File: config.mk
export PLATFORM = sky130hd
export DESIGN_NAME = k12a_clock_sequencer
export DESIGN_NICKNAME = d
export VERILOG_FILES = /design/src/rtl/k12a_clock_sequencer_pkg.sv /design/src/rtl/k12a_phase_timer.sv /design/src/rtl/k12a_clock_sequencer.sv
export SDC_FILE = /design/constraint.sdc
export NUM_CORES = 1
export LEC_CHECK = 0
export ABC_AREA = 0
export CAP_MARGIN = 20
export CORE_MARGIN = 2
export CORE_UTILIZATION = 31
export CTS_CLUSTER_DIAMETER = 200
export DETAILED_ROUTE_END_ITERATION = 8
export GPL_ROUTABILITY_DRIVEN = 0
export PLACE_DENSITY = 0.48
export SYNTH_ARGS = -nofsm -noshare
export SYNTH_HDL_FRONTEND = slang
export SYNTH_SLANG_ARGS = --single-unit
File: constraint.sdc
create_clock -name clock -period 4.9 [get_ports clock]
set_input_delay 0.735 -clock clock [delete_from_list [all_inputs] [get_ports clock]]
set_output_delay 0.735 -clock clock [all_outputs]
set_load 0.02 [all_outputs]
File: src/rtl/k12a_clock_sequencer_pkg.sv
// Shared types and helpers for the k12a clock sequencer.
package k12a_clock_sequencer_pkg;

    typedef enum logic [2:0] {
        IDLE,
        PRE_WRITE,
        WRITE,
        PRE_CLOCK,
        HIGH
    } state_t;

    typedef enum logic [1:0] {
        STOP           = 2'b00,
        RUN            = 2'b01,
        STEP           = 2'b10,
        RUN_UNTIL_HALT = 2'b11
    } mode_t;

    function automatic int unsigned max2(input int unsigned a, input int unsigned b);
        return (a > b) ? a : b;
    endfunction

endpackage

File: src/rtl/k12a_phase_timer.sv
// Down-counter timing one sequencer phase; done is high on the phase's final tick.
module k12a_phase_timer #(
    parameter int unsigned WIDTH = 3
) (
    input  logic             clock,
    input  logic             reset_n,
    input  logic             load,
    input  logic [WIDTH-1:0] load_val,
    output logic             done
);

    logic [WIDTH-1:0] r_count;

    // Reload at each phase entry with (length - 1), then count down to zero.
    always_ff @(posedge clock or negedge reset_n) begin
        if (!reset_n) begin
            r_count <= '0;
        end else if (load) begin
            r_count <= load_val;
        end else if (r_count != '0) begin
            r_count <= r_count - WIDTH'(1);
        end
    end

    assign done = (r_count == '0);

endmodule

File: src/rtl/k12a_clock_sequencer.sv
// Generates cpu_clock, async_write and a stretched core reset for the k12a core
// from one master clock, with stop / free-run / single-step / run-until-halt modes.
module k12a_clock_sequencer
    import k12a_clock_sequencer_pkg::*;
#(
    parameter int unsigned WRITE_DELAY  = 2,
    parameter int unsigned WRITE_WIDTH  = 1,
    parameter int unsigned SETUP_DELAY  = 2,
    parameter int unsigned HIGH_WIDTH   = 5,
    parameter int unsigned RESET_CYCLES = 3,
    parameter int unsigned COUNT_WIDTH  = 32
) (
    input  logic                   clock,
    input  logic                   reset_n,
    input  logic [1:0]             mode,
    input  logic                   step,
    input  logic                   soft_reset,
    input  logic                   halted,
    output logic                   cpu_clock,
    output logic                   async_write,
    output logic                   cpu_reset_n,
    output logic                   busy,
    output logic [COUNT_WIDTH-1:0] cycle_count
);

    localparam int unsigned MAX_PHASE = max2(max2(WRITE_DELAY, WRITE_WIDTH),
                                             max2(SETUP_DELAY, HIGH_WIDTH));
    localparam int unsigned TW  = (MAX_PHASE > 1) ? $clog2(MAX_PHASE) : 1;
    localparam int unsigned RCW = $clog2(RESET_CYCLES + 1);

    if (WRITE_DELAY < 1 || WRITE_WIDTH < 1 || SETUP_DELAY < 1 ||
        HIGH_WIDTH < 1 || RESET_CYCLES < 1) begin : g_param_check
        $error("k12a_clock_sequencer: phase lengths and RESET_CYCLES must be >= 1");
    end

    state_t                 r_state;
    logic                   r_cpu_clock;
    logic                   r_async_write;
    logic                   r_cpu_reset_n;
    logic                   r_busy;
    logic [COUNT_WIDTH-1:0] r_cycle_count;
    logic                   r_rst_active;
    logic [RCW-1:0]         r_rst_cnt;
    logic                   r_soft_pend;
    logic                   r_step_q;
    logic                   r_soft_q;

    state_t                 w_next_state;
    mode_t                  w_mode;
    logic                   w_step_rise;
    logic                   w_soft_rise;
    logic                   w_soft_req;
    logic                   w_run_ok;
    logic                   w_done;
    logic                   w_cycle_end;
    logic                   w_rst_last;
    logic                   w_rst_force;
    logic                   w_seq_start;
    logic                   w_load;
    logic [TW-1:0]          w_load_val;

    assign w_mode      = mode_t'(mode);
    assign w_step_rise = step & ~r_step_q;
    assign w_soft_rise = soft_reset & ~r_soft_q;
    assign w_soft_req  = r_soft_pend | w_soft_rise;
    assign w_run_ok    = (w_mode == RUN) || ((w_mode == RUN_UNTIL_HALT) && !halted);
    assign w_cycle_end = (r_state == HIGH) && w_done;
    assign w_rst_last  = r_rst_active && (r_rst_cnt == RCW'(RESET_CYCLES - 1));
    // The final reset cycle releases the core; whether another cycle follows is up to mode.
    assign w_rst_force = (r_rst_active && !w_rst_last) || w_soft_req;
    assign w_seq_start = w_soft_req && ((r_state == IDLE) || w_cycle_end);
    assign w_load      = (w_next_state != r_state);

    // Next-state decision and the phase length to load on entry to the new state.
    always_comb begin
        w_next_state = r_state;
        w_load_val   = '0;
        case (r_state)
            IDLE: begin
                if (r_rst_active || w_soft_req || w_run_ok ||
                    ((w_mode == STEP) && w_step_rise)) begin
                    w_next_state = PRE_WRITE;
                end
            end
            PRE_WRITE: if (w_done) w_next_state = WRITE;
            WRITE:     if (w_done) w_next_state = PRE_CLOCK;
            PRE_CLOCK: if (w_done) w_next_state = HIGH;
            HIGH: begin
                if (w_done) begin
                    w_next_state = (w_rst_force || w_run_ok) ? PRE_WRITE : IDLE;
                end
            end
            default: w_next_state = IDLE;
        endcase
        case (w_next_state)
            PRE_WRITE: w_load_val = TW'(WRITE_DELAY - 1);
            WRITE:     w_load_val = TW'(WRITE_WIDTH - 1);
            PRE_CLOCK: w_load_val = TW'(SETUP_DELAY - 1);
            HIGH:      w_load_val = TW'(HIGH_WIDTH - 1);
            default:   w_load_val = '0;
        endcase
    end

    k12a_phase_timer #(
        .WIDTH (TW)
    ) u_phase_timer (
        .clock    (clock),
        .reset_n  (reset_n),
        .load     (w_load),
        .load_val (w_load_val),
        .done     (w_done)
    );

    // State, registered outputs, edge detectors, reset sequencing and cycle counting.
    always_ff @(posedge clock or negedge reset_n) begin
        if (!reset_n) begin
            r_state       <= IDLE;
            r_cpu_clock   <= 1'b0;
            r_async_write <= 1'b0;
            r_cpu_reset_n <= 1'b0;
            r_busy        <= 1'b0;
            r_cycle_count <= '0;
            r_rst_active  <= 1'b1;
            r_rst_cnt     <= '0;
            r_soft_pend   <= 1'b0;
            r_step_q      <= 1'b0;
            r_soft_q      <= 1'b0;
        end else begin
            r_state       <= w_next_state;
            r_async_write <= (w_next_state == WRITE);
            r_cpu_clock   <= (w_next_state == HIGH);
            r_busy        <= (w_next_state != IDLE);
            r_step_q      <= step;
            r_soft_q      <= soft_reset;

            if (w_cycle_end && r_cpu_reset_n) begin
                r_cycle_count <= r_cycle_count + COUNT_WIDTH'(1);
            end

            if (w_seq_start) begin
                // New or restarted reset sequence begins at a cycle boundary.
                r_rst_active  <= 1'b1;
                r_rst_cnt     <= '0;
                r_cpu_reset_n <= 1'b0;
                r_soft_pend   <= 1'b0;
            end else begin
                if (w_soft_rise) begin
                    r_soft_pend <= 1'b1;
                end
                if (w_cycle_end && r_rst_active) begin
                    if (w_rst_last) begin
                        r_rst_active  <= 1'b0;
                        r_cpu_reset_n <= 1'b1;
                        r_cycle_count <= '0;
                    end else begin
                        r_rst_cnt <= r_rst_cnt + RCW'(1);
                    end
                end
            end
        end
    end

    assign cpu_clock   = r_cpu_clock;
    assign async_write = r_async_write;
    assign cpu_reset_n = r_cpu_reset_n;
    assign busy        = r_busy;
    assign cycle_count = r_cycle_count;

endmodule
==> key figures, run 1 <==
Setup path
  • Worst r2r src: r_state[2]$_DFF_PN0_
  • Critical path startpoint category: register
  • Worst setup EP type: register
  • WP buf/inv: 0
  • Worst path max stage delay: 0.78 ns
  • Worst Setup SP: r_state[2]$_DFF_PN0_
  • CP cell instances: or3b_1, or3_1, nor2_2, nor2_1
  • Arrival time worst endpoint: 3.05 ns
  • Crit path required time: 5.07 ns
  • Critical path class: register to register
  • Crit-path leading delay family: simple AND/OR/NAND/NOR gates
  • Stages on the worst setup path: 4
  • Reg2Reg Depth: 4
  • Crit-path max FO: 34
  • Slowest cell on the critical path: or3_1

Pwr
  • Leakage power: 0.00124 µW
  • VDD IR max: 0.126 mV
  • PD cells: 324 mW/mm²

Synth
  • Warnings, synthesis: 0
  • Distinct cell type count after synthesis: 45
  • Yosys top cell by area: dfrtp_1
  • Synth top area cells: dfrtp_1 44%, mux2i_1 6.4%, o21ai_0 4.7%, o21bai_1 3.9%, xnor2_1 3.3%
  • Mapped Area: 0.00266 mm²
  • Seq/Total Area, Yosys: 0.452
  • Synth top area share: 0.442
  • Post-synth EDFFs: 0
  • Synth Flop Type: dfrtp_1
  • Synthesized netlist cell count: 281
  • Nets in the synthesized netlist: 292
  • Yosys reg bits: 48
  • Ys async rst share: 1.00
  • Avg Cell Area, Syn: 9.48 µm²

Finish
  • Final non-filler cell total: 421
  • Layout area overhead: 21.5%
  • Layout cells sized above 1: 0.0601
  • Design area: 0.00324 mm²
  • Number of inserted diodes: 0
  • Core Util, Final: 0.392
  • Nets: 326
  • Fillers: 843

Placed design
  • Placed cell area: 0.00313 mm²
  • DP HPWL: 4090 µm
  • Placed Cells: 413
  • Port bufs: 42

Routing
  • Drc violations: 0
  • Routed WL: 6010 µm
  • DR WL/cell: 14.3 µm
  • Detailed Routing Iterations Pass 1: 4
  • Vias per inst: 5.11
  • Antenna Nets Post-Route: 0
  • Total number of vias: 2152
  • Iter 0 DRT Violations: 76

GRT
  • Total track usage: 0.129
  • GRT met2 Usage: 0.200
  • Vias in the first global route: 2001
  • Largest net degree at the start of global routing: 49
  • Initial antenna violation count: 0
  • GR peak layer: met2
  • GR Layer Usage met1: 0.182
  • Remaining Overflow, GRT: 0
  • Met3 usage: 0.0296
  • First-pass GRT wire length: 10100 µm

CTS
  • Num CTS Buffers: 5
  • Clock slew at reported path FFs: 0.09 ns
  • Worst-Skew Late Latency: 0.30 ns
  • CTS tree: yes
  • CTS root buf: clkbuf_8
  • Hold Buf Count CTS: 0
  • Post-CTS repair timing setup buffer count: 0
  • Post-cts resize count: 0
  • Max clock buf depth: 2
  • Clock sink count: 48
  • CTS H-Tree Depth: 2

Timing
  • Max Freq: 347 MHz
  • Crit path time final: 2.88 ns
  • Final setup violation count: 0
  • Final worst-path cycle share: 0.589
  • RSZ-0062 raised after global routing: no
  • Pin slew with the least headroom to its limit: 1.01 ns
  • Setup TNS: 0 ns
  • Clock skew: 0.0112 ns
  • Slew Limit Headroom: 0.324
  • Final hold viol count: 0
  • Final slew viol count: 0

Die
  • Ports: 43
  • Initial Util: 0.322
  • Die height: 96.7 µm
  • Die W: 96.7 µm
  • # rows: 33
  • Die area: 0.00935 mm²
  • CORE AREA: 0.00826 mm²

Run status
  • Status: finished clean

Worst hold path
  • Hold Path Class: input pin to async pin

Run
  • Max Cap Viol: 0
-- worst paths after layout --
| kind | end | slack (ns) |
|---|---|---|
| max in group asynchronous | cycle_count[1]$_DFF_PN0_ | 3.94 |
| worst max-delay path | cycle_count[5]$_DFF_PN0_ | 2.02 |
| worst min-delay path | cycle_count[10]$_DFF_PN0_ | 0.52 |
| worst min register to register | r_rst_active$_DFFE_PN1P_ | 0.53 |
| worst max register to register | cycle_count[5]$_DFF_PN0_ | 2.02 |
| min in group clock | r_rst_active$_DFFE_PN1P_ | 0.53 |
-- cell usage after synthesis (2+ instances only) --
| cell type | instances |
|---|---|
| o21bai_1 | 14 |
| nor2b_1 | 2 |
| nand2_1 | 14 |
| or4_1 | 2 |
| nor3b_1 | 2 |
| clkbuf_1 | 11 |
| nor3_1 | 13 |
| or3_1 | 7 |
| or2_2 | 3 |
| xnor2_1 | 10 |
| dfrtp_1 | 47 |
| nand2b_1 | 6 |
| nand3_1 | 12 |
| nand3b_1 | 2 |
| inv_1 | 14 |
| nand4_1 | 4 |
| nor4_1 | 12 |
| nor2_1 | 15 |
| ha_1 | 4 |
| a21oi_1 | 11 |
| o22ai_1 | 5 |
| buf_2 | 2 |
| buf_6 | 4 |
| o21ai_0 | 25 |
| mux2i_1 | 17 |
| and4_1 | 3 |
| and3_1 | 2 |
-- per-stage QoR --
stage	hold WS, ns	total power [µW]	setup WS [ns]
floorplan	0.439	700	2.80
CTS	0.532	1070	1.97
finish	0.515	1050	2.02
global route	0.572	1120	1.76
detailed placement	0.513	769	1.99
global placement	0.519	769	2.08
-- placed cells by master (no fill, tap or decap), drive strengths merged, types with 9 or more instances in the layout --
cell type      instances
dfrtp                 47
nand3                 12
inv                   14
a21oi                 11
o21bai                14
nor4                  12
nor3                  13
mux2i                 17
nand2                 14
or3                    9
nor2                  16
clkdlybuf4s50         41
o21ai                 25
xnor2                 10
-- sequential cells by signal, summed over array words and instances (netlist names) --
register	count
cycle_count	32
r_state	3
u_phase_timer.r_count	3
r_rst_cnt	2
async_write	1
busy	1
cpu_clock	1
cpu_reset_n	1
r_rst_active	1
r_soft_pend	1
r_soft_q	1
r_step_q	1
-- cell type report --
class,instances,area (µm²),area share
clock buffers,6,72.6,0.0224
clock inverters,2,35.0,0.0108
inverters,14,52.6,0.0162
multi-input cells,202,1310,0.405
flip-flops and latches,48,1200,0.372
well taps,105,131,0.0406
repair buffers,44,430,0.133
-- metal layers --
metal	share of wire	vias up
met5	0	-
met4	0.012	0
met3	0.035	6
met2	0.45	31
met1	0.51	1039
li1	-	1076
-- logic make-up (layout without fill, tap and decap cells) --
logic type	count (synthesis)	count (layout)	synth area share
AND/OR/NAND/NOR	106	106	0.226
XOR/XNOR	11	11	0.0362
multiplexers	17	17	0.0639
buffers and inverters	31	66	0.0559
flip-flops	48	48	0.452
AO/OA/AOI/OAI	64	64	0.148
adder cells (fa/ha/maj)	4	4	0.0188
-- worst register-to-register path, cell delays in order, from the launching register on --
cell and delay (ns):
dfrtp_1 0.56, or3b_1 0.54, or3_1 0.78, nor2_2 0.75, nor2_1 0.12
-- report_power, final --
part | switching, µW | total (µW) | internal (µW)
combinational | 154 | 276 | 123
clock | 138 | 289 | 152
sequential | 43.6 | 483 | 439
Note: power is estimated with default switching activity, not from simulation.
==> run 2: changes to the inputs <==
==> constraint.sdc (replaced) <==
create_clock -name clock -period 2.9 [get_ports clock]
set_input_delay 0.435 -clock clock [delete_from_list [all_inputs] [get_ports clock]]
set_output_delay 0.435 -clock clock [all_outputs]
set_load 0.02 [all_outputs]
==> run 2 against run 1 <==
Net effect: register-to-register slack got worse by 1.4 ns; global-route usage decreased by 0.18 points; non-clock buffer count increased by 2; fmax increased by 25%; worst setup slack got worse by 1.4 ns; critical path type unchanged; cell count increased by 0.48%; largest power group unchanged; sequential power increased by 70%; power increased by 59%; clock power increased by 33%; sequential cell count unchanged.
==> key figures, run 2 (synthesis gave the netlist of run 1 again) <==
Run status
  • Status: finished clean

Timing
  • Final worst-path cycle share: 0.795 (+0.206)
  • Slew Limit Headroom: 0.624 (+0.300)
  • Final hold viol count: 0 (unchanged)
  • Setup TNS: 0 ns (unchanged)
  • Final slew viol count: 0 (unchanged)
  • Max Freq: 434 MHz (+25%)
  • Pin slew with the least headroom to its limit: 0.564 ns (-0.450 ns)
  • Clock skew: 0.0125 ns (+0.00130 ns)
  • RSZ-0062 raised after global routing: no
  • Crit path time final: 2.31 ns (-0.578 ns)
  • Final setup violation count: 0 (unchanged)

Setup path
  • CP cell instances: inv_1, ha_1, nand4bb_2, or4_1, nor3_1, mux2i_1
  • Critical path class: register to register
  • Worst path max stage delay: 0.67 ns (-0.11 ns)
  • Slowest cell on the critical path: or4_1
  • Crit path required time: 3.11 ns (-1.96 ns)
  • Crit-path max FO: 14 (-59%)
  • Critical path startpoint category: register
  • Worst setup EP type: register
  • WP buf/inv: 1 (+1)
  • Crit-path leading delay family: simple AND/OR/NAND/NOR gates
  • Arrival time worst endpoint: 2.52 ns (-0.53 ns)

GRT
  • Largest net degree at the start of global routing: 35 (-29%)
  • First-pass GRT wire length: 9940 µm (-1.6%)
  • Remaining Overflow, GRT: 0 (unchanged)
  • Vias in the first global route: 1986 (-0.75%)
  • Total track usage: 0.127 (-0.00178)
  • Initial antenna violation count: 0 (unchanged)

Placed design
  • Placed Cells: 415 (+0.48%)
  • Port bufs: 42 (unchanged)
  • DP HPWL: 4150 µm (+1.4%)

Die
  • Ports: 43 (unchanged)
  • Die height: 96.7 µm (unchanged)
  • Die W: 96.7 µm (unchanged)
  • CORE AREA: 0.00826 mm² (unchanged)
  • Initial Util: 0.322 (unchanged)
  • # rows: 33 (unchanged)
  • Die area: 0.00935 mm² (unchanged)

CTS
  • Hold Buf Count CTS: 0 (unchanged)
  • CTS H-Tree Depth: 2 (unchanged)
  • Post-CTS repair timing setup buffer count: 0 (unchanged)
  • CTS tree: yes
  • Clock sink count: 48 (unchanged)
  • Worst-Skew Late Latency: 0.29 ns (about the same)
  • Post-cts resize count: 0 (unchanged)
  • Max clock buf depth: 2 (unchanged)
  • CTS root buf: clkbuf_8
  • Num CTS Buffers: 5 (unchanged)
  • Clock slew at reported path FFs: 0.09 ns (about the same)

Routing
  • Total number of vias: 2150 (-0.093%)
  • Vias per inst: 5.08 (-0.57%)
  • Detailed Routing Iterations Pass 1: 4 (unchanged)
  • DR WL/cell: 14.0 µm (-1.6%)
  • Drc violations: 0 (unchanged)
  • Antenna Nets Post-Route: 0 (unchanged)
  • Routed WL: 5940 µm (-1.1%)
  • Iter 0 DRT Violations: 87 (+14%)

Finish
  • Fillers: 824 (-2.3%)
  • Most frequent cells in the layout: 47 x dfrtp_1, 41 x clkdlybuf4s50_1, 25 x o21ai_0
  • Layout area overhead: 21.1%
  • Most common cell after layout, fill and taps aside: dfrtp_1
  • Largest register FFs: 32 (unchanged)
  • Number of inserted diodes: 0 (unchanged)
  • Layout cells sized above 1: 0.0629 (+0.00277)
  • Nets: 328 (+0.61%)
  • Final non-filler cell total: 423 (+0.48%)

Pwr
  • Leakage power: 0.00123 µW (-0.27%)
  • PD cells: 518 mW/mm² (+60%)
  • Final Power: 1670 µW (+59%)
  • VDD IR max: 0.225 mV (+78%)

Worst hold path
  • Hold Path Class: input pin to async pin

Run
  • Max Cap Viol: 0 (unchanged)
==> run 2: changes by cell type in the layout (fill, tap and decap cells not counted), sizes merged <==
cell	change
buf	+2
bufinv	-1
clkbuf	+1
==> run 2: worst reg2reg max path: stages (launching register included) <==
cell and delay, ns:
dfrtp_1 0.41, inv_1 0.09, ha_1 0.28, nand4bb_2 0.19
or4_1 0.67, nor3_1 0.37, mux2i_1 0.23
==> run 2: where the power goes <==
part	internal [µW]	switching [µW]
logic	207	258
registers	742	77.0
clock network	170	215
total	1120	550
==> run 2: path summary, 6_finish.rpt <==
check                                                startpoint                        end  slack [ns]  cells past startpoint
setup / recovery           u_phase_timer.r_count[0]$_DFFE_PN0P_  cycle_count[28]$_DFF_PN0_        0.59                      6
hold / removal                                          reset_n  cycle_count[10]$_DFF_PN0_        0.06                      1
setup reg to reg           u_phase_timer.r_count[0]$_DFFE_PN0P_  cycle_count[28]$_DFF_PN0_        0.59                      6
hold reg to reg                        r_rst_cnt[1]$_DFFE_PN0P_   r_rst_cnt[1]$_DFFE_PN0P_        0.55                      2
max in group asynchronous                               reset_n   r_rst_active$_DFFE_PN1P_        2.04                      2
min in group clock                     r_rst_cnt[1]$_DFFE_PN0P_   r_rst_cnt[1]$_DFFE_PN0P_        0.55                      2
==> run 2: routing by layer <==
layer,wire length (µm),vias to the layer above,global-route usage
li1,-,1084,-
met4,28,0,0.0260
met1,2940,1020,0.186
met5,0,-,0
met3,220,2,0.0253
met2,2750,44,0.197
==> run 2: stage by stage <==
stage	hold slack (ns)	util	setup WS, ns	instance area (µm²)
6_report	0.0599	0.390	0.594	3220
5_1_grt	0.0814	0.390	0.448	3220
4_1_cts	0.0677	0.390	0.582	3220
3_5_place_dp	0.404	0.381	0.604	3140
3_3_place_gp	0.402	0.381	0.581	3140
2_1_floorplan	0.139	-	0.804	2660
==> run 2: area by class of cell <==
type | instances | area (µm²) | area share
timing repair buffer | 46 | 445 | 0.138
multi-input combinational | 202 | 1310 | 0.407
clock buffer | 7 | 76.3 | 0.0237
sequential | 48 | 1200 | 0.373
clock inverter | 1 | 5.00 | 0.00155
tap | 105 | 131 | 0.0407
inverter | 14 | 52.6 | 0.0163
